## config.mk

```make
export PLATFORM = sky130hd
export DESIGN_NAME = regfile_mp_scoreboard
export DESIGN_NICKNAME = d
export VERILOG_FILES = /design/src/rtl/regfile_mp_scoreboard.sv
export SDC_FILE = /design/constraint.sdc
export NUM_CORES = 1
export LEC_CHECK = 0
export CAP_MARGIN = 40
export CORE_MARGIN = 4
export CORE_UTILIZATION = 52
export CTS_BUF_LIST = sky130_fd_sc_hd__clkbuf_4 sky130_fd_sc_hd__clkbuf_8
export CTS_CLUSTER_DIAMETER = 60
export DETAILED_ROUTE_END_ITERATION = 10
export PLACE_DENSITY = 0.71
export SYNTH_ARGS = -nofsm -noshare
export SYNTH_HDL_FRONTEND = slang
export SYNTH_SLANG_ARGS = --single-unit
```

## constraint.sdc

```tcl
create_clock -name clk -period 24.2 [get_ports clk]
set_clock_uncertainty 0.2 [all_clocks]
set_input_delay 4.84 -clock clk [delete_from_list [all_inputs] [get_ports clk]]
set_output_delay 4.84 -clock clk [all_outputs]
set_load 0.05 [all_outputs]
```

## src/rtl/regfile_mp_scoreboard.sv

```systemverilog
// Multi-port register file with same-cycle write-to-read bypass and a per-register
// busy scoreboard that is set at issue and cleared at write-back.
module regfile_mp_scoreboard #(
    parameter int unsigned DATA_W   = 32,
    parameter int unsigned DEPTH    = 16,
    parameter int unsigned NUM_RD   = 2,
    parameter int unsigned NUM_WR   = 1,
    parameter int unsigned INIT_IDX = 1,
    parameter int unsigned ZERO_REG = 0,
    localparam int unsigned ADDR_W  = (DEPTH > 1) ? $clog2(DEPTH) : 1
) (
    input  logic                     clk,
    input  logic                     rst,
    input  logic [NUM_RD*ADDR_W-1:0] rd_addr,
    output logic [NUM_RD*DATA_W-1:0] rd_data,
    output logic [NUM_RD-1:0]        rd_busy,
    input  logic [NUM_WR-1:0]        wr_en,
    input  logic [NUM_WR*ADDR_W-1:0] wr_addr,
    input  logic [NUM_WR*DATA_W-1:0] wr_data,
    input  logic                     iss_en,
    input  logic [ADDR_W-1:0]        iss_dest,
    output logic [DEPTH-1:0]         busy_vec,
    output logic                     any_busy
);

    localparam logic [ADDR_W:0] DEPTH_L = (ADDR_W + 1)'(DEPTH);

    logic [DATA_W-1:0] regs_q [DEPTH];
    logic [DATA_W-1:0] regs_d [DEPTH];
    logic [DEPTH-1:0]  busy_q;
    logic [DEPTH-1:0]  busy_d;
    logic              any_busy_q;
    logic              any_busy_d;
    logic [DEPTH-1:0]  clr_vec;

    // Address is backed by storage: in range and not the hardwired zero register.
    function automatic logic addr_ok(input logic [ADDR_W-1:0] a);
        addr_ok = ({1'b0, a} < DEPTH_L) && !((ZERO_REG != 0) && (a == '0));
    endfunction

    // Write-back updates data and clears busy; a same-cycle issue re-sets busy afterwards.
    always_comb begin
        regs_d  = regs_q;
        busy_d  = busy_q;
        clr_vec = '0;
        for (int w = 0; w < int'(NUM_WR); w++) begin
            if (wr_en[w] && addr_ok(wr_addr[w*ADDR_W +: ADDR_W])) begin
                regs_d[wr_addr[w*ADDR_W +: ADDR_W]]  = wr_data[w*DATA_W +: DATA_W];
                busy_d[wr_addr[w*ADDR_W +: ADDR_W]]  = 1'b0;
                clr_vec[wr_addr[w*ADDR_W +: ADDR_W]] = 1'b1;
            end
        end
        if (iss_en && addr_ok(iss_dest)) begin
            busy_d[iss_dest] = 1'b1;
        end
        any_busy_d = |busy_d;
    end

    // Combinational reads; the highest-indexed matching write port supplies the bypass.
    always_comb begin
        rd_data = '0;
        rd_busy = '0;
        for (int p = 0; p < int'(NUM_RD); p++) begin
            if (addr_ok(rd_addr[p*ADDR_W +: ADDR_W])) begin
                rd_data[p*DATA_W +: DATA_W] = regs_q[rd_addr[p*ADDR_W +: ADDR_W]];
                rd_busy[p] = busy_q[rd_addr[p*ADDR_W +: ADDR_W]]
                           & ~clr_vec[rd_addr[p*ADDR_W +: ADDR_W]];
                for (int w = 0; w < int'(NUM_WR); w++) begin
                    if (wr_en[w] && (wr_addr[w*ADDR_W +: ADDR_W] == rd_addr[p*ADDR_W +: ADDR_W])) begin
                        rd_data[p*DATA_W +: DATA_W] = wr_data[w*DATA_W +: DATA_W];
                    end
                end
            end
        end
    end

    always_ff @(posedge clk or posedge rst) begin
        if (rst) begin
            for (int i = 0; i < int'(DEPTH); i++) begin
                regs_q[i] <= (INIT_IDX != 0) ? DATA_W'(i) : '0;
            end
            busy_q     <= '0;
            any_busy_q <= 1'b0;
        end else begin
            regs_q     <= regs_d;
            busy_q     <= busy_d;
            any_busy_q <= any_busy_d;
        end
    end

    assign busy_vec = busy_q;
    assign any_busy = any_busy_q;

endmodule
```

==> metrics.txt, run 1 <==
# TYPE chip_impl_metric gauge
chip_impl_info{name="root_buffer",value="clkbuf_8"} 1
chip_impl_metric{name="synth-seq-area-share",unit="%"} 46.55
chip_impl_metric{name="design.die.area",unit="um2"} 58660
chip_impl_metric{name="area.growth.synth_to_final",unit="%"} 13.81
chip_impl_metric{name="drt_wl_total",unit="mm"} 81.10
chip_impl_metric{name="syn-instance-count",unit=""} 2160
chip_impl_metric{name="std_cell_rows",unit=""} 85
chip_impl_metric{name="final_period_minus_worst_setup_slack",unit="ps"} 14060
chip_impl_metric{name="global_route_wire_length_before_repair",unit="mm"} 126.3
chip_impl_metric{name="maxSlewHeadroom",unit="%"} 31.07
chip_impl_metric{name="antenna_found_initial",unit=""} 2
chip_impl_metric{name="irDropWorstVdd",unit="uV"} 56.69
chip_impl_metric{name="asr_flop_ratio_synth",unit="%"} 100.0
chip_impl_info{name="rsz0062_at_grt",value="no"} 1
chip_impl_metric{name="post_cts_hold_buffer_count",unit=""} 0
chip_impl_metric{name="number_of_enable_flip_flop_cells_after_synthesis",unit=""} 0
chip_impl_metric{name="overflow",unit=""} 0
chip_impl_metric{name="synth.distinct_cells",unit=""} 46
chip_impl_metric{name="clk_pin_slew_worst_paths",unit="ps"} 50
chip_impl_metric{name="grt_util_all_layers",unit="%"} 27.72
chip_impl_metric{name="routabilityCongestion",unit=""} 0.8699
chip_impl_metric{name="yosysTopAreaCellShare",unit="%"} 43.61
chip_impl_metric{name="leakagePower",unit="nW"} 13.42
chip_impl_metric{name="timing_hold_violations_final",unit=""} 0
chip_impl_metric{name="routed_wire_length_per_instance",unit="um"} 26.90
chip_impl_info{name="synthTopCellsByArea",value="dfrtp_1 44%, mux4_2 21%, mux2_2 7.4%"} 1
chip_impl_info{name="top_ff_cell_synth",value="dfrtp_1"} 1
chip_impl_metric{name="clkLatencyLatePin",unit="ps"} 690
chip_impl_metric{name="floorplan.io_pins",unit=""} 135
chip_impl_metric{name="synth.net_count",unit=""} 2212
chip_impl_metric{name="timing.setup.tns",unit="ps"} 0
chip_impl_metric{name="htree_num_levels",unit=""} 3
chip_impl_metric{name="cts_repair_resize_count",unit=""} 0
chip_impl_metric{name="detailedRoute.firstIterationViolations",unit=""} 1782
chip_impl_metric{name="max_clock_freq",unit="GHz"} 0.07110
chip_impl_metric{name="tightest_slew",unit="ps"} 1034
chip_impl_info{name="hp-class",value="flop to flop"} 1
chip_impl_metric{name="via_per_inst",unit=""} 6.659
chip_impl_metric{name="detail-route-antenna-nets",unit=""} 0
chip_impl_info{name="critical-path-slowest-cell",value="clkdlybuf4s50_1"} 1
chip_impl_info{name="timing.critical_path.cells",value="buf_8 > buf_4 > buf_4 > mux4_2 > nor2b_1 > a2111oi_0 > a221oi_1 > clkdlybuf4s50_1"} 1
chip_impl_metric{name="cts.sinks",unit=""} 529
chip_impl_metric{name="ctsLongestPathBuffers",unit=""} 3
chip_impl_metric{name="overall_power",unit="mW"} 2.892
chip_impl_metric{name="detailed_place_hpwl",unit="mm"} 46.62
chip_impl_metric{name="drv.max_cap_violation_count",unit=""} 0
chip_impl_metric{name="critical_path_peak_fanout",unit=""} 76
chip_impl_metric{name="chipHeight",unit="um"} 242.2
chip_impl_metric{name="fin_crit_share",unit="%"} 58.12
chip_impl_metric{name="yosys_register_bits",unit=""} 529
chip_impl_metric{name="ys_warn_count",unit=""} 0
chip_impl_metric{name="placement.io_buffers",unit=""} 134
chip_impl_info{name="synth.largest_area_cell",value="dfrtp_1"} 1
chip_impl_metric{name="fp.coreArea",unit="um2"} 54030
chip_impl_metric{name="required",unit="ps"} 19160
chip_impl_metric{name="die_width",unit="um"} 242.2
chip_impl_metric{name="number_of_setup_violations_in_the_final_report",unit=""} 0
chip_impl_info{name="worstSetupEndpointType",value="output port"} 1
chip_impl_info{name="worst_setup_path_start_kind",value="primary input"} 1
chip_impl_info{name="yosys.cell_count.top_type",value="dfrtp_1"} 1
chip_impl_metric{name="drt-pass1-iter-count",unit=""} 5
chip_impl_metric{name="numCtsBuffers",unit=""} 93
chip_impl_info{name="status",value="complete, no violations"} 1
chip_impl_metric{name="final_util",unit="%"} 60.08
chip_impl_metric{name="post_route_cells_drive_above_1_share",unit="%"} 32.97
chip_impl_metric{name="syn-mean-instance-area",unit="um2"} 13.20
chip_impl_metric{name="remaining_drc_errors",unit=""} 0
chip_impl_metric{name="final.hold.worst_slack",unit="ps"} 278.9
chip_impl_metric{name="detailroute.via_count",unit=""} 20076
chip_impl_metric{name="pd_cells",unit="nW/um2"} 89.09
chip_impl_metric{name="floorplan.initialDensity",unit="%"} 52.79
chip_impl_metric{name="nNetsFinal",unit=""} 2292
chip_impl_metric{name="cts_setup_buffers",unit=""} 0
chip_impl_metric{name="finalMaxSlewViolations",unit=""} 0
chip_impl_metric{name="syn-cell-area",unit="um2"} 28520
chip_impl_metric{name="cp_data_arrival_time",unit="ps"} 9020
chip_impl_info{name="ys_top_cells_by_count",value="497 x dfrtp_1, 272 x nand2_1, 263 x mux4_2"} 1
chip_impl_info{name="cp_top_family",value="buffers and inverters"} 1
chip_impl_metric{name="first_global_vias",unit=""} 21099
chip_impl_info{name="critical-path-top-cell-by-count",value="buf_4"} 1
chip_impl_metric{name="max_stage_delay",unit="ps"} 790
chip_impl_metric{name="grt_max_degree",unit=""} 179
chip_impl_info{name="setup.worst_path.class",value="primary input to output port"} 1
chip_impl_metric{name="timing.critical_path.buf_inv",unit=""} 4
chip_impl_info{name="tritoncts_clock_tree",value="done"} 1
## metrics by stage
step           instances  setup slack, ps  instance area, um2
2_1_floorplan       2160             4431               28520
3_3_place_gp        2832            10000               30110
3_5_place_dp        2841             9988               30330
4_1_cts             3013             9975               32450
5_1_grt             3015             9678               32460
6_report            3015            10140               32460
## layer usage
metal | routed length (um) | global-route usage, %
met1 | 32130 | 36.57
met2 | 40100 | 46.06
met3 | 5784 | 5.423
met4 | 3078 | 10.48
met5 | 0 | 0
## tightest hold or removal path: stages, from the launching register on
cell	delay (ps)
dfstp_2	370
nand2_1	50
o21ai_1	50
## final timing paths
| kind | to | slack, ps | from | cells past startpoint |
|---|---|---|---|---|
| min reg2reg | regs_q[417]$_DFFE_PP1P_ | 280 | regs_q[417]$_DFFE_PP1P_ | 2 |
| min | regs_q[417]$_DFFE_PP1P_ | 280 | regs_q[417]$_DFFE_PP1P_ | 2 |
| max in group asynchronous | regs_q[475]$_DFFE_PP0P_ | 17660 | rst | 4 |
| min in group asynchronous | regs_q[300]$_DFFE_PP0P_ | 4350 | rst | 2 |
| max reg2reg | any_busy$_DFF_PP0_ | 22770 | busy_vec[8]$_DFF_PP0_ | 4 |
| max | rd_data[36] | 10140 | rd_addr[4] | 8 |
## logic make-up (layout without fill, tap and decap cells)
family	count (synthesis)	after routing	share of synthesized area, %
buffers and inverters	232	389	4.040
AOI/OAI and AO/OA	420	420	9.906
muxes	585	585	33.19
DFF	529	529	46.55
xor gates and xnor gates	9	9	0.2764
and+or+nand+nor	385	385	6.032
other	0	2	0
## registers in the layout, indices dropped and copies added, names as in the netlist
register / cells
any_busy: 1
busy_vec: 16
regs_q: 512
## where the power goes
group | internal [mW] | leakage (nW) | total [mW] | switching [mW]
Sequential | 1.09 | 6.53 | 1.24 | 0.147
Combinational | 0.378 | 5.76 | 0.735 | 0.357
Clock | 0.541 | 1.13 | 0.921 | 0.380
## cell type report
cell class | instances | area (um2)
Clock buffer | 149 | 1851
Timing Repair Buffer | 180 | 1854
Tap cell | 696 | 870.8
Multi-Input combinational cell | 1399 | 14180
Antenna cell | 2 | 5.005
Inverter | 37 | 146.4
Sequential cell | 529 | 13280
Clock inverter | 23 | 270.3
Fill cell | 4225 | 21570
## cell usage in the layout, fill, tap and decap left out, types with 9 or more instances in the layout
cell type and count:
clkbuf_4 32, nor2b_1 64, nand2_1 269, mux4_2 263
a2111oi_0 42, o21ai_0 211, nor2_4 9, mux2_1 68
a221oi_2 10, mux2i_1 66, a2111oi_2 22, clkinv_2 11
dfrtp_1 497, buf_4 38, dfstp_2 32, clkbuf_8 117
o21ai_1 69, inv_1 36, mux2_2 188, clkdlybuf4s50_1 126
a221oi_1 54
(Power assumes the default switching activity.)
==> run 2: changes to the inputs <==
- PLACE_DENSITY: 0.71 -> 0.74
- clock period: 24.2 -> 12.66 ns (I/O delays scaled with it)
==> metrics.txt, run 2 (synthesis gave the netlist of run 1 again) <==
# TYPE chip_impl_metric gauge
chip_impl_metric{name="antenna_found_initial",unit=""} 2
chip_impl_info{name="source_of_the_worst_hold_timing_path",value="regs_q[448]$_DFFE_PP1P_"} 1
chip_impl_metric{name="pd_cells",unit="nW/um2"} 169.7
chip_impl_metric{name="global_route_wire_length_before_repair",unit="mm"} 126.8
chip_impl_metric{name="largest_register_ffs",unit=""} 512
chip_impl_metric{name="via_per_inst",unit=""} 6.708
chip_impl_metric{name="tightest_slew",unit="ps"} 1006
chip_impl_metric{name="max_clock_freq",unit="GHz"} 0.1067
chip_impl_metric{name="first_global_vias",unit=""} 21440
chip_impl_metric{name="reg2reg_setup_slack",unit="ps"} 11190
chip_impl_metric{name="ff2ff_path_depth",unit=""} 4
chip_impl_metric{name="cts_setup_buffers",unit=""} 0
chip_impl_metric{name="leakagePower",unit="nW"} 13.34
chip_impl_metric{name="fin_crit_share",unit="%"} 74.06
chip_impl_info{name="rsz0062_at_grt",value="no"} 1
chip_impl_metric{name="finalMaxSlewViolations",unit=""} 0
chip_impl_metric{name="cp_data_arrival_time",unit="ps"} 6640
chip_impl_info{name="tritoncts_clock_tree",value="done"} 1
chip_impl_info{name="worstReg2RegEnd",value="any_busy$_DFF_PP0_"} 1
chip_impl_info{name="setup.worst_path.class",value="primary input to output port"} 1
chip_impl_metric{name="placement.io_buffers",unit=""} 134
chip_impl_metric{name="design.die.area",unit="um2"} 58660
chip_impl_metric{name="drv.max_cap_violation_count",unit=""} 0
chip_impl_metric{name="holdPathStages",unit=""} 2
chip_impl_metric{name="chipHeight",unit="um"} 242.2
chip_impl_metric{name="timing_hold_violations_final",unit=""} 0
chip_impl_metric{name="floorplan.initialDensity",unit="%"} 52.79
chip_impl_metric{name="maxSlewHeadroom",unit="%"} 32.92
chip_impl_info{name="layout_commonest_cell",value="dfrtp_1"} 1
chip_impl_info{name="final_cell_mix",value="497 x dfrtp_1, 269 x nand2_1, 263 x mux4_2"} 1
chip_impl_metric{name="remaining_drc_errors",unit=""} 0
chip_impl_info{name="registers.top_by_ff_count",value="regs_q"} 1
chip_impl_info{name="hp-class",value="flop to flop"} 1
chip_impl_metric{name="number_of_setup_violations_in_the_final_report",unit=""} 0
chip_impl_metric{name="detailed_place_hpwl",unit="mm"} 45.56
chip_impl_info{name="worst_setup_path_start_kind",value="primary input"} 1
chip_impl_metric{name="clk_pin_slew_worst_paths",unit="ps"} 60
chip_impl_metric{name="nNetsFinal",unit=""} 2288
chip_impl_info{name="r2r-start",value="busy_vec[14]$_DFF_PP0_"} 1
chip_impl_metric{name="detailedRoute.firstIterationViolations",unit=""} 1823
chip_impl_metric{name="detail-route-antenna-nets",unit=""} 0
chip_impl_metric{name="routed_wire_length_per_instance",unit="um"} 27.07
chip_impl_metric{name="final.hold.worst_slack",unit="ps"} 279.5
chip_impl_metric{name="drt-pass1-iter-count",unit=""} 5
chip_impl_metric{name="floorplan.io_pins",unit=""} 135
chip_impl_metric{name="setup_slack",unit="ps"} 3284
chip_impl_metric{name="htree_num_levels",unit=""} 3
chip_impl_metric{name="numCtsBuffers",unit=""} 90
chip_impl_metric{name="grt_util_all_layers",unit="%"} 27.80
chip_impl_metric{name="irDropWorstVdd",unit="uV"} 73.59
chip_impl_metric{name="placement.setup.worst_slack",unit="ps"} 3310
chip_impl_info{name="hold_path_end",value="regs_q[448]$_DFFE_PP1P_"} 1
chip_impl_metric{name="post_cts_hold_buffer_count",unit=""} 0
chip_impl_metric{name="timing.setup.tns",unit="ps"} 0
chip_impl_info{name="worstSetupEndpointType",value="output port"} 1
chip_impl_metric{name="grt_max_degree",unit=""} 174
chip_impl_metric{name="cts_repair_resize_count",unit=""} 0
chip_impl_metric{name="post_route_cells_drive_above_1_share",unit="%"} 32.71
chip_impl_metric{name="routabilityCongestion",unit=""} 0.8808
chip_impl_metric{name="ctsLongestPathBuffers",unit=""} 3
chip_impl_metric{name="filler_cell_count",unit=""} 4142
chip_impl_metric{name="final_period_minus_worst_setup_slack",unit="ps"} 9376
chip_impl_metric{name="clkLatencyLatePin",unit="ps"} 670
chip_impl_info{name="root_buffer",value="clkbuf_8"} 1
chip_impl_metric{name="die_width",unit="um"} 242.2
chip_impl_metric{name="detailroute.via_count",unit=""} 20163
chip_impl_metric{name="cts.sinks",unit=""} 529
chip_impl_metric{name="std_cell_rows",unit=""} 85
chip_impl_metric{name="critical_path_peak_fanout",unit=""} 36
chip_impl_info{name="status",value="complete, no violations"} 1
chip_impl_metric{name="area.growth.synth_to_final",unit="%"} 13.21
chip_impl_metric{name="drt_wl_total",unit="mm"} 81.36
chip_impl_metric{name="overflow",unit=""} 0
chip_impl_metric{name="fp.coreArea",unit="um2"} 54030
chip_impl_metric{name="required",unit="ps"} 9930
-- run 2: cell count changes in the layout (fill, tap and decap cells not counted) --
cell / change
clkbuf_4: -6
inv_8: -3
clkbuf_8: +2
bufinv_16: -1
buf_12: -1
clkinv_2: +2
inv_6: -2
clkinv_4: -1
clkinvlp_4: +1
buf_16: -3
buf_4: +3
-- run 2: through the flow --
step	total power, mW	utilization (%)	instance area [um2]	cells
6_report	5.480	59.77	32290	3006
5_1_grt	5.736	59.77	32290	3006
3_5_place_dp	3.783	55.99	30250	2840
2_1_floorplan	3.383	-	28520	2160
4_1_cts	5.497	59.76	32280	3004
3_3_place_gp	3.691	55.80	30150	2836
-- run 2: area by class of cell --
type                            instances  area (um2)  area share (%)
Clock buffer                          145        1833           5.677
Clock inverter                         19       201.4          0.6239
Antenna cell                            2       5.005         0.01550
Sequential cell                       529       13280           41.12
Timing Repair Buffer                  179        1774           5.495
Multi-Input combinational cell       1399       14180           43.93
Tap cell                              696       870.8           2.697
Inverter                               37       142.6          0.4417
-- run 2: worst max-delay path: stages --
cell and delay [ps]:
clkdlybuf4s50_1 570, xnor2_1 280, nand2_1 150, nor3_4 190
buf_4 460, buf_4 630, a2111oi_0 150, a221oi_1 670
clkdlybuf4s50_1 960
-- run 2: worst max path at each step --
stage          cells after the start            endpoint        from
6_report                           9         rd_data[47]  wr_addr[0]
5_1_grt                            8         rd_data[36]  rd_addr[4]
4_1_cts                            8         rd_data[62]  rd_addr[4]
3_5_place_dp                       8         rd_data[62]  rd_addr[4]
3_3_place_gp                       8         rd_data[62]  rd_addr[4]
2_1_floorplan                      1  any_busy$_DFF_PP0_         rst
-- run 2: report_power, final --
group	switching [mW]	total (mW)	internal (mW)	leakage (nW)
combinational	0.686	1.41	0.721	5.72
clock	0.710	1.71	0.998	1.09
sequential	0.284	2.36	2.08	6.53
-- run 2: per-layer routing --
metal / routed length [um] / part of all wire, % / GRT usage (%) / vias to the layer above
li1: - / - / - / 8412
met1: 30740 / 38 / 35.74 / 10428
met2: 39580 / 49 / 44.86 / 1051
met3: 7172 / 8.8 / 6.464 / 272
met4: 3873 / 4.8 / 13.78 / 0
met5: 0 / 0 / 0 / -
==> run 3: changes to the inputs <==
- PLACE_DENSITY: 0.74 -> 0.71
- clock period: 12.66 -> 9.7 ns (I/O delays scaled with it)
==> metrics.txt, run 3 (synthesis gave the netlist of run 1 again) <==
# TYPE chip_impl_metric gauge
chip_impl_info{name="status",value="complete, no violations"} 1
chip_impl_metric{name="drt-pass1-iter-count",unit=""} 7
chip_impl_metric{name="floorplan.io_pins",unit=""} 135
chip_impl_metric{name="setup_slack",unit="ps"} 1848
chip_impl_metric{name="remaining_drc_errors",unit=""} 0
chip_impl_metric{name="tightest_slew",unit="ps"} 935.1
chip_impl_metric{name="largest_register_ffs",unit=""} 512
chip_impl_metric{name="cts.sinks",unit=""} 529
chip_impl_metric{name="first_global_vias",unit=""} 21250
chip_impl_metric{name="number_of_setup_violations_in_the_final_report",unit=""} 0
chip_impl_metric{name="design.die.area",unit="um2"} 58660
chip_impl_info{name="worstSetupEndpointType",value="output port"} 1
chip_impl_metric{name="floorplan.initialDensity",unit="%"} 52.79
chip_impl_metric{name="post_cts_hold_buffer_count",unit=""} 0
chip_impl_metric{name="placed_cell_areas",unit="um2"} 30310
chip_impl_info{name="critical-path-slowest-cell",value="clkdlybuf4s50_1"} 1
chip_impl_metric{name="std_cell_rows",unit=""} 85
chip_impl_info{name="registers.top_by_ff_count",value="regs_q"} 1
chip_impl_metric{name="drv.max_cap_violation_count",unit=""} 0
chip_impl_info{name="rsz0062_at_grt",value="no"} 1
chip_impl_metric{name="die_width",unit="um"} 242.2
chip_impl_metric{name="final_period_minus_worst_setup_slack",unit="ps"} 7852
chip_impl_metric{name="fin_crit_share",unit="%"} 80.95
chip_impl_metric{name="detailroute.via_count",unit=""} 19957
chip_impl_metric{name="placement.io_buffers",unit=""} 134
chip_impl_metric{name="ctsLongestPathBuffers",unit=""} 3
chip_impl_info{name="cp_top_family",value="buffers and inverters"} 1
chip_impl_metric{name="grt_max_degree",unit=""} 150
chip_impl_metric{name="cts_repair_resize_count",unit=""} 0
chip_impl_metric{name="fp.coreArea",unit="um2"} 54030
chip_impl_metric{name="timing_hold_violations_final",unit=""} 0
chip_impl_metric{name="global_route_wire_length_before_repair",unit="mm"} 127.3
chip_impl_metric{name="filler_cell_count",unit=""} 4257
chip_impl_metric{name="critical_path_peak_fanout",unit=""} 32
chip_impl_metric{name="clk_pin_slew_worst_paths",unit="ps"} 60
chip_impl_metric{name="leakagePower",unit="nW"} 13.34
chip_impl_metric{name="htree_num_levels",unit=""} 3
chip_impl_metric{name="routed_wire_length_per_instance",unit="um"} 26.97
chip_impl_metric{name="antenna_found_initial",unit=""} 5
chip_impl_info{name="tritoncts_clock_tree",value="done"} 1
chip_impl_metric{name="cts_setup_buffers",unit=""} 0
chip_impl_metric{name="detailedRoute.firstIterationViolations",unit=""} 1740
chip_impl_metric{name="irDropWorstVdd",unit="uV"} 107.2
chip_impl_metric{name="finalMaxSlewViolations",unit=""} 0
chip_impl_metric{name="max_stage_delay",unit="ps"} 910
chip_impl_metric{name="via_per_inst",unit=""} 6.637
chip_impl_info{name="timing.critical_path.cells",value="clkdlybuf4s50_1 > xor2_1 > nor2_2 > and4_4 > buf_4 > a2111oi_0 > a221oi_1 > clkdlybuf4s50_1"} 1
chip_impl_metric{name="numCtsBuffers",unit=""} 91
chip_impl_metric{name="max_clock_freq",unit="GHz"} 0.1273
chip_impl_metric{name="detail-route-antenna-nets",unit=""} 0
chip_impl_metric{name="timing.critical_path.buf_inv",unit=""} 3
chip_impl_info{name="root_buffer",value="clkbuf_8"} 1
chip_impl_metric{name="pd_cells",unit="nW/um2"} 219.8
chip_impl_metric{name="required",unit="ps"} 7560
chip_impl_metric{name="clkLatencyLatePin",unit="ps"} 670
chip_impl_info{name="critical-path-top-cell-by-count",value="clkdlybuf4s50_1"} 1
chip_impl_metric{name="final_util",unit="%"} 59.77
chip_impl_metric{name="fin_area",unit="um2"} 32290
chip_impl_metric{name="chipHeight",unit="um"} 242.2
chip_impl_metric{name="drt_wl_total",unit="mm"} 81.10
chip_impl_metric{name="placement.setup.worst_slack",unit="ps"} 1888
chip_impl_metric{name="post_route_cells_drive_above_1_share",unit="%"} 32.61
chip_impl_metric{name="nNetsFinal",unit=""} 2291
chip_impl_info{name="final_cell_mix",value="497 x dfrtp_1, 269 x nand2_1, 263 x mux4_2"} 1
chip_impl_info{name="layout_commonest_cell",value="dfrtp_1"} 1
chip_impl_info{name="setup.worst_path.class",value="primary input to output port"} 1
chip_impl_info{name="worst_setup_path_start_kind",value="primary input"} 1
chip_impl_metric{name="timing.setup.tns",unit="ps"} 0
chip_impl_metric{name="grt_util_all_layers",unit="%"} 27.96
chip_impl_metric{name="routabilityCongestion",unit=""} 0.8888
chip_impl_metric{name="area.growth.synth_to_final",unit="%"} 13.23
chip_impl_metric{name="maxSlewHeadroom",unit="%"} 37.66
chip_impl_metric{name="overflow",unit=""} 0
chip_impl_metric{name="detailed_place_hpwl",unit="mm"} 46.63
chip_impl_info{name="hp-class",value="flop to flop"} 1
chip_impl_metric{name="cp_data_arrival_time",unit="ps"} 5710
chip_impl_metric{name="overall_power",unit="mW"} 7.098
## run 3: report_power, final
part | internal (mW) | total, mW | leakage, nW | switching [mW]
logic | 0.943 | 1.84 | 5.75 | 0.894
clock network | 1.25 | 2.19 | 1.06 | 0.932
registers | 2.72 | 3.07 | 6.53 | 0.359
## run 3: cell type report
class                           count  area (um2)  share of cell area, %
Antenna cell                        5       12.51                0.03874
Clock buffer                      146        1847                  5.719
Clock inverter                     14       127.6                 0.3952
Inverter                           37       142.6                 0.4417
Multi-Input combinational cell   1399       14180                  43.92
Sequential cell                   529       13280                  41.12
Tap cell                          696       870.8                  2.697
Timing Repair Buffer              181        1831                  5.668
## run 3: stage by stage
| stage | instances | hold WS (ps) |
|---|---|---|
| CTS | 3002 | 272.9 |
| floorplan | 2160 | 249.2 |
| finish | 3007 | 273.4 |
| global route | 3006 | 290.3 |
| global placement | 2835 | 257.7 |
| detailed placement | 2842 | 265.2 |
## run 3: routing by layer
layer	wire length [um]	track usage, %	part of all wire [%]	vias to the layer above
li1	-	-	-	8418
met1	32310	37.35	40	10409
met2	39820	45.64	49	924
met3	5920	5.102	7.3	206
met4	3046	11.73	3.8	0
met5	0	0	0	-
## run 3: worst paths after layout
check	from	to	slack (ps)	depth (start not counted)
max	wr_addr[1]	rd_data[18]	1850	8
min	regs_q[448]$_DFFE_PP1P_	regs_q[448]$_DFFE_PP1P_	270	2
max reg2reg	busy_vec[14]$_DFF_PP0_	any_busy$_DFF_PP0_	8220	4
min reg2reg	regs_q[448]$_DFFE_PP1P_	regs_q[448]$_DFFE_PP1P_	270	2
max in group asynchronous	rst	regs_q[0]$_DFFE_PP1P_	5940	5
min in group asynchronous	rst	regs_q[44]$_DFFE_PP0P_	1480	2
## run 3: worst register-to-register path: stages (launching register included)
cell       delay (ps)
dfrtp_1           420
o21ai_0           140
o2111ai_1         150
and4b_1           300
nand3_1           110
